File: src/rtl/sipo_frame_ctrl.sv
`default_nettype none
// ============================================================================
// Module      : sipo_frame_ctrl
// Description : Feeds FRAME_LEN x VECTOR_LEN samples into a SIPO, then waits
//               for the SIPO to drain the frame before accepting more.
// Revision    : 1.0
// ============================================================================
module sipo_frame_ctrl #(
  parameter int BW         = 8,
  parameter int FRAME_LEN  = 50,
  parameter int VECTOR_LEN = 8
) (
  input  logic                          clk_i,
  input  logic                          rst_n_i,
  input  logic [BW-1:0]                 s_data_i,
  input  logic                          s_valid_i,
  output logic                          s_ready_o,
  output logic [BW-1:0]                 sipo_data_o,
  output logic                          sipo_valid_o,
  output logic                          sipo_last_o,
  input  logic                          sipo_valid_i,
  input  logic                          sipo_last_i,
  output logic                          frame_done_o,
  output logic                          busy_o,
  output logic [$clog2(VECTOR_LEN)-1:0] row_o,
  output logic                          err_o
);

  localparam int SW = $clog2(FRAME_LEN);
  localparam int RW = $clog2(VECTOR_LEN);
  localparam logic [SW-1:0] SAMP_MAX = SW'(FRAME_LEN - 1);
  localparam logic [RW-1:0] ROW_MAX  = RW'(VECTOR_LEN - 1);

  typedef enum logic [0:0] {
    FILL  = 1'b0,
    DRAIN = 1'b1
  } state_t;

  state_t          state_q, state_d;
  logic [SW-1:0]   samp_q, samp_d;
  logic [RW-1:0]   row_q, row_d;
  logic [BW-1:0]   data_q, data_d;
  logic            valid_q, valid_d;
  logic            last_q, last_d;
  logic            done_q, done_d;
  logic            err_q, err_d;

  logic            xfer;
  logic            samp_end;
  logic            row_end;
  logic            drain_end;

  assign s_ready_o = (state_q == FILL);
  assign xfer      = s_valid_i && s_ready_o;
  assign samp_end  = (samp_q == SAMP_MAX);
  assign row_end   = (row_q == ROW_MAX);
  assign drain_end = (state_q == DRAIN) && sipo_valid_i && sipo_last_i;

  always_comb begin
    state_d = state_q;
    samp_d  = samp_q;
    row_d   = row_q;
    data_d  = data_q;
    valid_d = 1'b0;
    last_d  = 1'b0;
    done_d  = 1'b0;
    err_d   = err_q;

    case (state_q)
      FILL: begin
        // The SIPO must stay silent while the frame is still being loaded.
        if (sipo_valid_i) err_d = 1'b1;
        if (xfer) begin
          data_d  = s_data_i;
          valid_d = 1'b1;
          last_d  = samp_end;
          if (samp_end) begin
            samp_d = '0;
            if (row_end) begin
              row_d   = '0;
              state_d = DRAIN;
            end else begin
              row_d = row_q + 1'b1;
            end
          end else begin
            samp_d = samp_q + 1'b1;
          end
        end
      end
      DRAIN: begin
        if (drain_end) begin
          state_d = FILL;
          done_d  = 1'b1;
        end
      end
      default: state_d = FILL;
    endcase
  end

  always_ff @(posedge clk_i or negedge rst_n_i) begin
    if (!rst_n_i) begin
      state_q <= FILL;
      samp_q  <= '0;
      row_q   <= '0;
      data_q  <= '0;
      valid_q <= 1'b0;
      last_q  <= 1'b0;
      done_q  <= 1'b0;
      err_q   <= 1'b0;
    end else begin
      state_q <= state_d;
      samp_q  <= samp_d;
      row_q   <= row_d;
      data_q  <= data_d;
      valid_q <= valid_d;
      last_q  <= last_d;
      done_q  <= done_d;
      err_q   <= err_d;
    end
  end

  assign sipo_data_o  = data_q;
  assign sipo_valid_o = valid_q;
  assign sipo_last_o  = last_q;
  assign frame_done_o = done_q;
  assign busy_o       = (state_q == DRAIN);
  assign row_o        = row_q;
  assign err_o        = err_q;

endmodule
`default_nettype wire
File: config.mk
export PLATFORM = sky130hd
export DESIGN_NAME = sipo_frame_ctrl
export DESIGN_NICKNAME = d
export VERILOG_FILES = /design/src/rtl/sipo_frame_ctrl.sv
export SDC_FILE = /design/constraint.sdc
export NUM_CORES = 1
export LEC_CHECK = 0
export CAP_MARGIN = 5
export CORE_ASPECT_RATIO = 1.5
export CORE_UTILIZATION = 45
export DETAILED_ROUTE_END_ITERATION = 6
export GPL_ROUTABILITY_DRIVEN = 0
export PLACE_DENSITY = 0.82
export SYNTH_ARGS = -nofsm -noshare
export SYNTH_HDL_FRONTEND = slang
export SYNTH_SLANG_ARGS = --single-unit
File: constraint.sdc
create_clock -name clk_i -period 1.77 [get_ports clk_i]
set_clock_uncertainty 0.05 [all_clocks]
set_input_delay 0.177 -clock clk_i [delete_from_list [all_inputs] [get_ports clk_i]]
set_output_delay 0.177 -clock clk_i [all_outputs]
set_load 0.1 [all_outputs]
==> results.toml <==
[logic_synthesis]
synth-xor-area-share = 0.00899
yosys.area_share.simple = 0.231
ys_seq_area_frac = 0.565
synth_fp_nets = 108
postSynthAreaPerCell_um2 = 10.7
synthCells = 91
synth_top_family_by_area = "simple AND/OR/NAND/NOR gates"
syn_area_um2 = 975
synth-compound-area-share = 0.0680
synth_warnings = 0
synth_seq_cells = 22
synthMuxAreaShare = 0.0347
synth_fa_ha_area_frac = 0.0513
ys_types = 25

[detailed_routing]
wl_per_cell_um = 12.9
vias = 767
vias_per_cell = 5.25
wl_um = 1880
ant_nets = 0
drc = 0
first_pass_iters = 4
drtIter0Drc = 26

[floorplanning]
die_h_um = 59
initial_utilization = 0.481
ios = 30
die_x_um = 40
core_um2 = 2030
fp-row-count = 20
dieArea_um2 = 2360

[worst_setup_path]
slowest_delay_ns = 0.43
cp-start-kind = "flip-flop"
critPathKind = "flip-flop to flip-flop"
path_cells = "inv_1, ha_1, nand4bb_4, nor3_4, mux2_2"
critPathCaptureType = "flip-flop"
crit_family = "flip-flops"
timing.critical_path.buf_inv = 1
slowest_stage = "dfrtp_1"
crit_fanout = 4
reg2reg_slack_ns = 0.21
crit_required_ns = 1.92
crit_arrival_ns = 1.71

[clocking]
cts_sinks = 22
cts-root-buf = "clkbuf_4"
clk_transition_reported_paths_ns = 0.11
cts_buffers = 3
cts_tree = "built"
clk_latency_ns = 0.30
cts.hold.buffers_added = 0
cts_setup_buffers = 0
cts_max_path_buffers = 2
ctsResizeCount = 0
cts-htree-levels = 1

[sta]
worst_slack_ns = 0.208
hold_violations = 0
fin_crit_sh = 0.883
maxSlewHeadroom = 0.815
setup-violations-final = 0
rsz0062_at_grt = "false"
slew_violations = 0
timing.final.crit_period_ns = 1.56
worstMarginPinSlew_ns = 0.277
fmax_ghz = 0.640
hold-worst-slack_ns = 0.147

[grt]
met2_usage = 0.327
met1_usage = 0.253
grt-busiest-layer = "met2"
grt_pass1_vias = 785
grt_pass1_wl_um = 3280
antenna_found_initial = 0
grt_max_degree = 23
grt_util_all_layers = 0.201
grtUsageMet3 = 0.0376
grt_overflow_total = 0

[finish]
layout-drive-gt1-share = 0.274
final_cell_mix = "nand2_1 (28), dfrtp_1 (19), buf_4 (18)"
diodes = 0
area_delta_synth_final_pct = 35.4
final_common_cell = "nand2_1"
final_nets = 142

[pwr]
switchingPower_mw = 0.735
swShare = 0.436
p_clk_frac = 0.161
power_frac_seq = 0.430
leakage_nw = 0.639
p_int_mw = 0.952
combPwrFrac = 0.409
vdd.ir_drop.worst_mv = 1.14
power.total_mw = 1.69
powerDensity_nw_per_um2 = 1280

[run]
drv_cap = 0

[placed_design]
portBuffers = 29
place_ws_ns = 0.163
dp_hpwl_um = 1450

[run_status]
outcome = "completed"

[min_path]
holdCritPathClass = "input pin to asynchronous set/reset pin"
[cell type report]
cell class              count  area (µm²)
inverters                   5        22.5
fillers                   156         707
clock buffers               4        36.3
repair buffers             32         295
multi-input cells          61         384
well taps                  22        27.5
flip-flops and latches     22         554
[per-layer routing]
| metal | share of wire | up-vias |
|---|---|---|
| li1 | - | 368 |
| met1 | 0.40 | 374 |
| met2 | 0.54 | 23 |
| met3 | 0.042 | 2 |
| met4 | 0.013 | 0 |
| met5 | 0 | - |
[flip-flops by register name, indices dropped and copies added (netlist names)]
| name | count |
|---|---|
| busy_o | 1 |
| err_o | 1 |
| frame_done_o | 1 |
| row_o | 3 |
| samp_q | 6 |
| sipo_data_o | 8 |
| sipo_last_o | 1 |
| sipo_valid_o | 1 |
[final timing paths]
| kind | start | to | depth (start not counted) |
|---|---|---|---|
| setup / recovery | samp_q[1] | row_o[1] | 5 |
| hold / removal | rst_n_i | sipo_data_o[5] | 2 |
| setup reg to reg | samp_q[1] | row_o[1] | 5 |
| hold reg to reg | err_o | err_o | 1 |
| max in group asynchronous | rst_n_i | row_o[1] | 2 |
| min in group clk_i | s_data_i[5] | sipo_data_o[5] | 3 |
[Yosys cell counts, drive strengths merged]
| master | n | area, µm² |
|---|---|---|
| nand2 | 28 | 105 |
| dfrtp | 22 | 551 |
| inv | 5 | 18.8 |
| ha | 4 | 50.1 |
| nor2 | 4 | 15.0 |
| o21ai | 4 | 20.0 |
| buf | 3 | 21.3 |
| mux2 | 3 | 33.8 |
| nand2b | 2 | 20.0 |
| nand3 | 2 | 10.0 |
| or3 | 2 | 12.5 |
| a211o | 1 | 8.76 |
| a21o | 1 | 7.51 |
| a21oi | 1 | 5.00 |
| a32o | 1 | 10.0 |
| and3 | 1 | 6.26 |
| nand4bb | 1 | 27.5 |
| nor2b | 1 | 6.26 |
| nor3 | 1 | 16.3 |
| nor4 | 1 | 6.26 |
| o211ai | 1 | 7.51 |
| o31ai | 1 | 7.51 |
| xor2 | 1 | 8.76 |
[power groups by stage]
stage               clock network [mW]  logic, mW  registers [mW]
finish                           0.272      0.690           0.725
global placement                     0      0.668           0.726
floorplan                            0      0.225            1.02
CTS                              0.280      0.696           0.726
global route                     0.298      0.739           0.748
detailed placement                   0      0.694           0.736
[metrics by stage]
stage               cells  cell area (µm²)  TNS [ns]   util
floorplan              91              982  -0.00707      -
global placement      142             1280         0  0.633
detailed placement    142             1280         0  0.633
CTS                   146             1320         0  0.651
global route          146             1320         0  0.651
finish                146             1320         0  0.651
[cell families (layout without fill, tap and decap cells)]
logic type | count (synthesis) | count (layout)
buffers and inverters | 8 | 41
xor gates and xnor gates | 1 | 1
and+or+nand+nor | 43 | 43
DFF | 22 | 22
adders and majority gates | 4 | 4
muxes | 3 | 3
AOI/OAI and AO/OA | 10 | 10
Note: power is estimated with default switching activity, not from simulation.
